<file path="config.mk">
export PLATFORM = sky130hd
export DESIGN_NAME = ttt_auto_player
export DESIGN_NICKNAME = d
export VERILOG_FILES = /design/src/rtl/ttt_pkg.sv /design/src/rtl/ttt_win_check.sv /design/src/rtl/ttt_auto_player.sv
export SDC_FILE = /design/constraint.sdc
export NUM_CORES = 1
export LEC_CHECK = 0
export CAP_MARGIN = 5
export CORE_ASPECT_RATIO = 0.9
export CORE_UTILIZATION = 57
export CTS_CLUSTER_SIZE = 8
export DETAILED_ROUTE_END_ITERATION = 16
export PLACE_DENSITY = 0.8
export RECOVER_POWER = 25
export SYNTH_ARGS = -nofsm -noshare
export SYNTH_HDL_FRONTEND = slang
export SYNTH_SLANG_ARGS = --single-unit
</file>
<file path="constraint.sdc">
create_clock -name clk -period 2.9 [get_ports clk]
set_clock_uncertainty 0.1 [all_clocks]
set_input_delay 0.58 -clock clk [delete_from_list [all_inputs] [get_ports clk]]
set_output_delay 0.58 -clock clk [all_outputs]
set_load 0.02 [all_outputs]
</file>
<file path="src/rtl/ttt_pkg.sv">
// Shared types and constants for the tic-tac-toe auto player and win checker.
package ttt_pkg;

  typedef enum logic [1:0] {
    P0      = 2'd0,
    P1      = 2'd1,
    BLOCKED = 2'd2,
    EMPTY   = 2'd3
  } cell_t;

  localparam logic [1:0] NO_PLAYER   = 2'd3;
  localparam int         BOARD_CELLS = 9;

  // Rows, columns, then the two diagonals; cell index = y*3+x.
  localparam int WIN_LINES [8][3] = '{
    '{0, 1, 2}, '{3, 4, 5}, '{6, 7, 8},
    '{0, 3, 6}, '{1, 4, 7}, '{2, 5, 8},
    '{0, 4, 8}, '{2, 4, 6}
  };

  // Returns {y, x}, three bits each.
  function automatic logic [5:0] idx_to_xy(input logic [3:0] idx);
    case (idx)
      4'd0:    return {3'd0, 3'd0};
      4'd1:    return {3'd0, 3'd1};
      4'd2:    return {3'd0, 3'd2};
      4'd3:    return {3'd1, 3'd0};
      4'd4:    return {3'd1, 3'd1};
      4'd5:    return {3'd1, 3'd2};
      4'd6:    return {3'd2, 3'd0};
      4'd7:    return {3'd2, 3'd1};
      4'd8:    return {3'd2, 3'd2};
      default: return 6'd0;
    endcase
  endfunction

endpackage

</file>
<file path="src/rtl/ttt_win_check.sv">
// Combinational line and fullness evaluation of a 9-cell board (2 bits per cell).
module ttt_win_check
  import ttt_pkg::*;
(
  input  logic [2*BOARD_CELLS-1:0] board,
  input  logic [1:0]               player,
  output logic                     win,
  output logic                     board_full
);

  always_comb begin
    win        = 1'b0;
    board_full = 1'b1;
    // BLOCKED/EMPTY codes are never a player, so they cannot form a line.
    for (int l = 0; l < 8; l++) begin
      if (!player[1] &&
          board[2*WIN_LINES[l][0] +: 2] == player &&
          board[2*WIN_LINES[l][1] +: 2] == player &&
          board[2*WIN_LINES[l][2] +: 2] == player)
        win = 1'b1;
    end
    for (int i = 0; i < BOARD_CELLS; i++) begin
      if (board[2*i +: 2] == EMPTY)
        board_full = 1'b0;
    end
  end

endmodule

</file>
<file path="src/rtl/ttt_auto_player.sv">
// Self-playing move source: alternates players, scans for the first free cell, stops on win/draw/abort.
module ttt_auto_player
  import ttt_pkg::*;
#(
  parameter int MOVE_GAP = 0
) (
  input  logic       clk,
  input  logic       reset,
  input  logic       start,
  input  logic [1:0] first_player,
  input  logic [8:0] block_mask,
  input  logic       stop_game,
  output logic       move_en,
  output logic [2:0] move_x,
  output logic [2:0] move_y,
  output logic [1:0] move_player,
  output logic       busy,
  output logic       game_over,
  output logic [1:0] winner,
  output logic [3:0] move_count
);

  typedef enum logic [2:0] {IDLE, SCAN, ISSUE, CHECK, GAP, DONE} state_t;

  state_t                   state;
  logic [2*BOARD_CELLS-1:0] shadow;
  logic [1:0]               cur;
  logic [3:0]               idx;
  logic [3:0]               gap_cnt;
  logic                     win;
  logic                     board_full;
  logic [5:0]               xy;

  assign xy = idx_to_xy(idx);

  ttt_win_check u_win_check (
    .board      (shadow),
    .player     (cur),
    .win        (win),
    .board_full (board_full)
  );

  function automatic logic [2*BOARD_CELLS-1:0] mask_to_board(input logic [8:0] m);
    logic [2*BOARD_CELLS-1:0] b;
    for (int i = 0; i < BOARD_CELLS; i++)
      b[2*i +: 2] = m[i] ? BLOCKED : EMPTY;
    return b;
  endfunction

  always_ff @(posedge clk) begin
    if (reset) begin
      state       <= IDLE;
      shadow      <= '1;
      cur         <= 2'd0;
      idx         <= 4'd0;
      gap_cnt     <= 4'd0;
      move_en     <= 1'b0;
      move_x      <= 3'd0;
      move_y      <= 3'd0;
      move_player <= NO_PLAYER;
      busy        <= 1'b0;
      game_over   <= 1'b0;
      winner      <= NO_PLAYER;
      move_count  <= 4'd0;
    end else begin
      move_en     <= 1'b0;
      move_player <= NO_PLAYER;
      case (state)
        IDLE, DONE: begin
          if (start && !first_player[1]) begin
            shadow     <= mask_to_board(block_mask);
            cur        <= first_player;
            move_count <= 4'd0;
            winner     <= NO_PLAYER;
            idx        <= first_player[0] ? 4'd8 : 4'd0;
            if (&block_mask) begin
              state     <= DONE;
              game_over <= 1'b1;
              busy      <= 1'b0;
            end else begin
              state     <= SCAN;
              game_over <= 1'b0;
              busy      <= 1'b1;
            end
          end
        end
        SCAN: begin
          if (stop_game) begin
            state <= DONE; busy <= 1'b0; game_over <= 1'b1; winner <= NO_PLAYER;
          end else if (shadow[2*idx +: 2] == EMPTY) begin
            state       <= ISSUE;
            move_en     <= 1'b1;
            move_x      <= xy[2:0];
            move_y      <= xy[5:3];
            move_player <= cur;
          end else begin
            idx <= cur[0] ? idx - 4'd1 : idx + 4'd1;
          end
        end
        // The strobe is already on the wire during ISSUE, so an abort here still books the move.
        ISSUE: begin
          shadow[2*idx +: 2] <= cur;
          move_count         <= move_count + 4'd1;
          if (stop_game) begin
            state <= DONE; busy <= 1'b0; game_over <= 1'b1; winner <= NO_PLAYER;
          end else begin
            state <= CHECK;
          end
        end
        CHECK: begin
          if (stop_game) begin
            state <= DONE; busy <= 1'b0; game_over <= 1'b1; winner <= NO_PLAYER;
          end else if (win) begin
            state <= DONE; busy <= 1'b0; game_over <= 1'b1; winner <= cur;
          end else if (board_full) begin
            state <= DONE; busy <= 1'b0; game_over <= 1'b1; winner <= NO_PLAYER;
          end else begin
            cur <= {1'b0, ~cur[0]};
            idx <= cur[0] ? 4'd0 : 4'd8;
            if (MOVE_GAP > 0) begin
              state   <= GAP;
              gap_cnt <= 4'(MOVE_GAP - 1);
            end else begin
              state <= SCAN;
            end
          end
        end
        GAP: begin
          if (stop_game) begin
            state <= DONE; busy <= 1'b0; game_over <= 1'b1; winner <= NO_PLAYER;
          end else if (gap_cnt == 4'd0) begin
            state <= SCAN;
          end else begin
            gap_cnt <= gap_cnt - 4'd1;
          end
        end
        default: state <= IDLE;
      endcase
    end
  end

endmodule

</file>
==> flow_metrics.py <==
metrics = {
    "setup_path": {
        "path_common_cell": "inv_1",
        "crit_slowest_cell": "dfxtp_1",
        "path_delay_family": "compound AO/OA/AOI/OAI gates",
        "crit_required_ns": 3.00,
        "r2r_start": "idx[2]",
        "cp-startpoint": "idx[2]",
        "cp_cell_sequence": "inv_1 -> ha_1 -> inv_1 -> nand4_1 -> o41ai_2 -> nor2_1 -> a211o_1",
        "worst-setup-path-type": "reg -> reg",
        "crit_buf_inv": 2,
        "end_kind": "flop",
        "worstPathArrival_ns": 2.60,
        "start_kind": "flop",
        "max_stage_delay_ns": 0.55,
        "cp_max_fo": 9,
    },
    "yosys": {
        "synth_top_area_cell": "dfxtp_1",
        "yosys_most_used_dff": "dfxtp_1",
        "yosys_warnings": 0,
        "syn_area_sq_um": 3090,
        "syn_inst": 391,
        "synth-compound-area-share_pct": 20.4,
        "avgSynthCellArea_sq_um": 7.90,
        "synth_simple_gate_area_share_pct": 31.3,
        "synth_top_family_by_area": "simple AND/OR/NAND/NOR gates",
        "synth_seq_cells": 46,
        "synth_xor_xnor_area_share_pct": 3.40,
        "ys_async_sr_fraction_pct": 0,
        "netlist.area_leader.share_pct": 29.8,
        "synth-edff-count": 0,
        "synthAdderAreaFrac_pct": 4.70,
        "muxShareOfSynthArea_pct": 4.54,
        "synthTopCellsByArea": "dfxtp_1, nor2_1, mux2i_1",
        "yosysSeqAreaShare_pct": 29.8,
        "yosysUniqueCellTypes": 64,
    },
    "routing": {
        "route.detailed.drc": 0,
        "drt-initial-drc-count": 319,
        "dr.pass1.iters": 5,
        "ant_nets": 0,
        "num_vias": 3017,
        "wire_per_inst_um": 15.9,
        "wl_um": 7710,
        "vias_per_cell": 6.23,
    },
    "global_route": {
        "antenna_found_initial": 0,
        "overflow": 0,
        "grt_pass1_vias": 2552,
        "grt_max_degree": 22,
        "grt_pass1_wl_um": 12800,
        "track_usage_pct": 28.6,
    },
    "floorplan": {
        "dieArea_sq_um": 5720,
        "io_pins": 32,
        "rows": 25,
        "fp.dieH_um": 71.8,
        "fp.dieW_um": 79.6,
        "core_area_sq_um": 5220,
        "start_util_pct": 59.1,
    },
    "final_layout": {
        "layout_common_cells": "dfxtp_1, nor2_1, nand2_1",
        "stdcell_count": 484,
        "multiInputGateArea_sq_um": 1990,
        "layout_commonest_cell": "dfxtp_1",
        "seqCellArea_sq_um": 921,
        "area_growth_pct": 14.6,
        "final_core_util_pct": 67.7,
        "diodes": 0,
        "drive_gt1_share_pct": 8.63,
        "n_fill_cell": 437,
        "fin_nets": 442,
    },
    "clock_tree": {
        "post_cts_buffers": 0,
        "cts-resized-gates": 0,
        "cts_buffers": 5,
        "clock-sinks": 46,
        "path_clk_slew_ns": 0.09,
        "clockBufferDepth": 2,
        "cts_hold_buf": 0,
        "h-tree-depth": 2,
        "clk_latency_ns": 0.30,
        "cts_root_buf": "clkbuf_8",
        "cts_tree": "done",
    },
    "sta": {
        "report.final.slew_viol_count": 0,
        "hold_viol_final": 0,
        "max_slew_margin_pct": 52.4,
        "rsz0062_at_grt": "no",
        "finalWorstSetupSlack_ns": 0.396,
        "worst_pin_slew_ns": 0.712,
        "period_minus_slack_ns": 2.50,
        "period_share_pct": 86.3,
        "setup_tns_ns": 0,
        "whs_ns": 0.397,
        "fmax_ghz": 0.399,
        "setup_viol": 0,
    },
    "run": {
        "drv_cap": 0,
    },
    "place": {
        "place.detailed.hpwl_um": 5610,
        "gp_congestion": 0.903,
        "portBuffers": 29,
        "dp_cells": 476,
        "pre_cts_ws_ns": 0.312,
    },
    "outcome": {
        "outcome": "finished clean",
    },
    "min_path": {
        "min_path_type": "reg -> reg",
        "hp-start": "move_x[0]",
    },
    "pwr": {
        "p_leak_nw": 1.42,
        "worst_ir_drop_vdd_v": 0.000262,
        "power.density_nw_per_um2": 604,
    },
}
## worst min-delay path: stages (launching register included)
cell	delay [ns]
dfxtp_1	0.33
mux2i_1	0.06
nor2_1	0.07
## final cells by class
type                            instances  share of cell area, %
Sequential cell                        46                   26.0
Clock buffer                            6                   2.33
Clock inverter                          2                  0.354
Multi-Input combinational cell        308                   56.4
Timing Repair Buffer                   44                   11.4
Tap cell                               67                   2.37
Inverter                               11                   1.17
## power breakdown
part	total, mW	internal (mW)	leakage [nW]	switching (mW)
Combinational	0.880	0.379	0.998	0.501
Sequential	0.841	0.714	0.374	0.128
Clock	0.417	0.192	0.0472	0.225
## per-stage QoR
step,area (sq um),total power [mW]
global placement,3440,1.70
finish,3540,2.14
detailed placement,3440,1.72
floorplan,3090,1.48
CTS,3540,2.13
global route,3540,2.27
## registers in the layout, indices dropped and copies added (netlist names)
register	flops
move_count	4
game_over	1
move_player	2
shadow	18
move_x	2
move_y	2
state	3
winner	2
gap_cnt	4
cur	2
idx	4
busy	1
move_en	1
## per-layer routing
metal / routed length (um) / vias up / global-route usage [%]
met5: 0 / - / 0
met3: 611 / 15 / 3.44
met1: 3610 / 1399 / 43.4
li1: - / 1467 / -
met4: 128 / 0 / 8.48
met2: 3360 / 136 / 41.9
## final timing paths
kind	slack, ns	to	cells past startpoint
worst max-delay path	0.40	shadow[0]	7
worst min-delay path	0.40	move_x[0]	2
worst max register to register	0.40	shadow[0]	7
worst min register to register	0.40	move_x[0]	2
## cell families (layout without fill, tap and decap cells)
kind of cell    after synthesis  in the layout
mux                          14             14
buf+inv                      38             63
fa+ha+maj                    11             11
flops                        46             46
other cells                   1              2
xor+xnor                     12             12
simple gates                184            184
compound gates               85             85
## Yosys cell counts, types with 2 or more instances
cell	instances
dfxtp_1	46
nor2_1	41
nand2_1	28
nor3_1	27
and3_1	20
a21oi_1	18
nand2b_1	15
clkbuf_1	14
mux2i_1	14
inv_1	11
nand3_1	11
o22ai_1	11
ha_1	10
nor2b_1	8
xnor2_1	7
a211o_1	6
o21ai_0	6
o32ai_1	6
a21o_1	5
and2_1	5
buf_2	5
buf_4	5
nand3b_1	5
nand4_1	5
xor2_1	5
a211oi_1	4
a22oi_1	3
a31oi_1	3
o211ai_1	3
or2_2	3
or4_1	3
and4_1	2
nor2_2	2
nor3b_1	2
o21bai_1	2
or3_1	2
No activity file was read; power rests on OpenSTA's default activity.
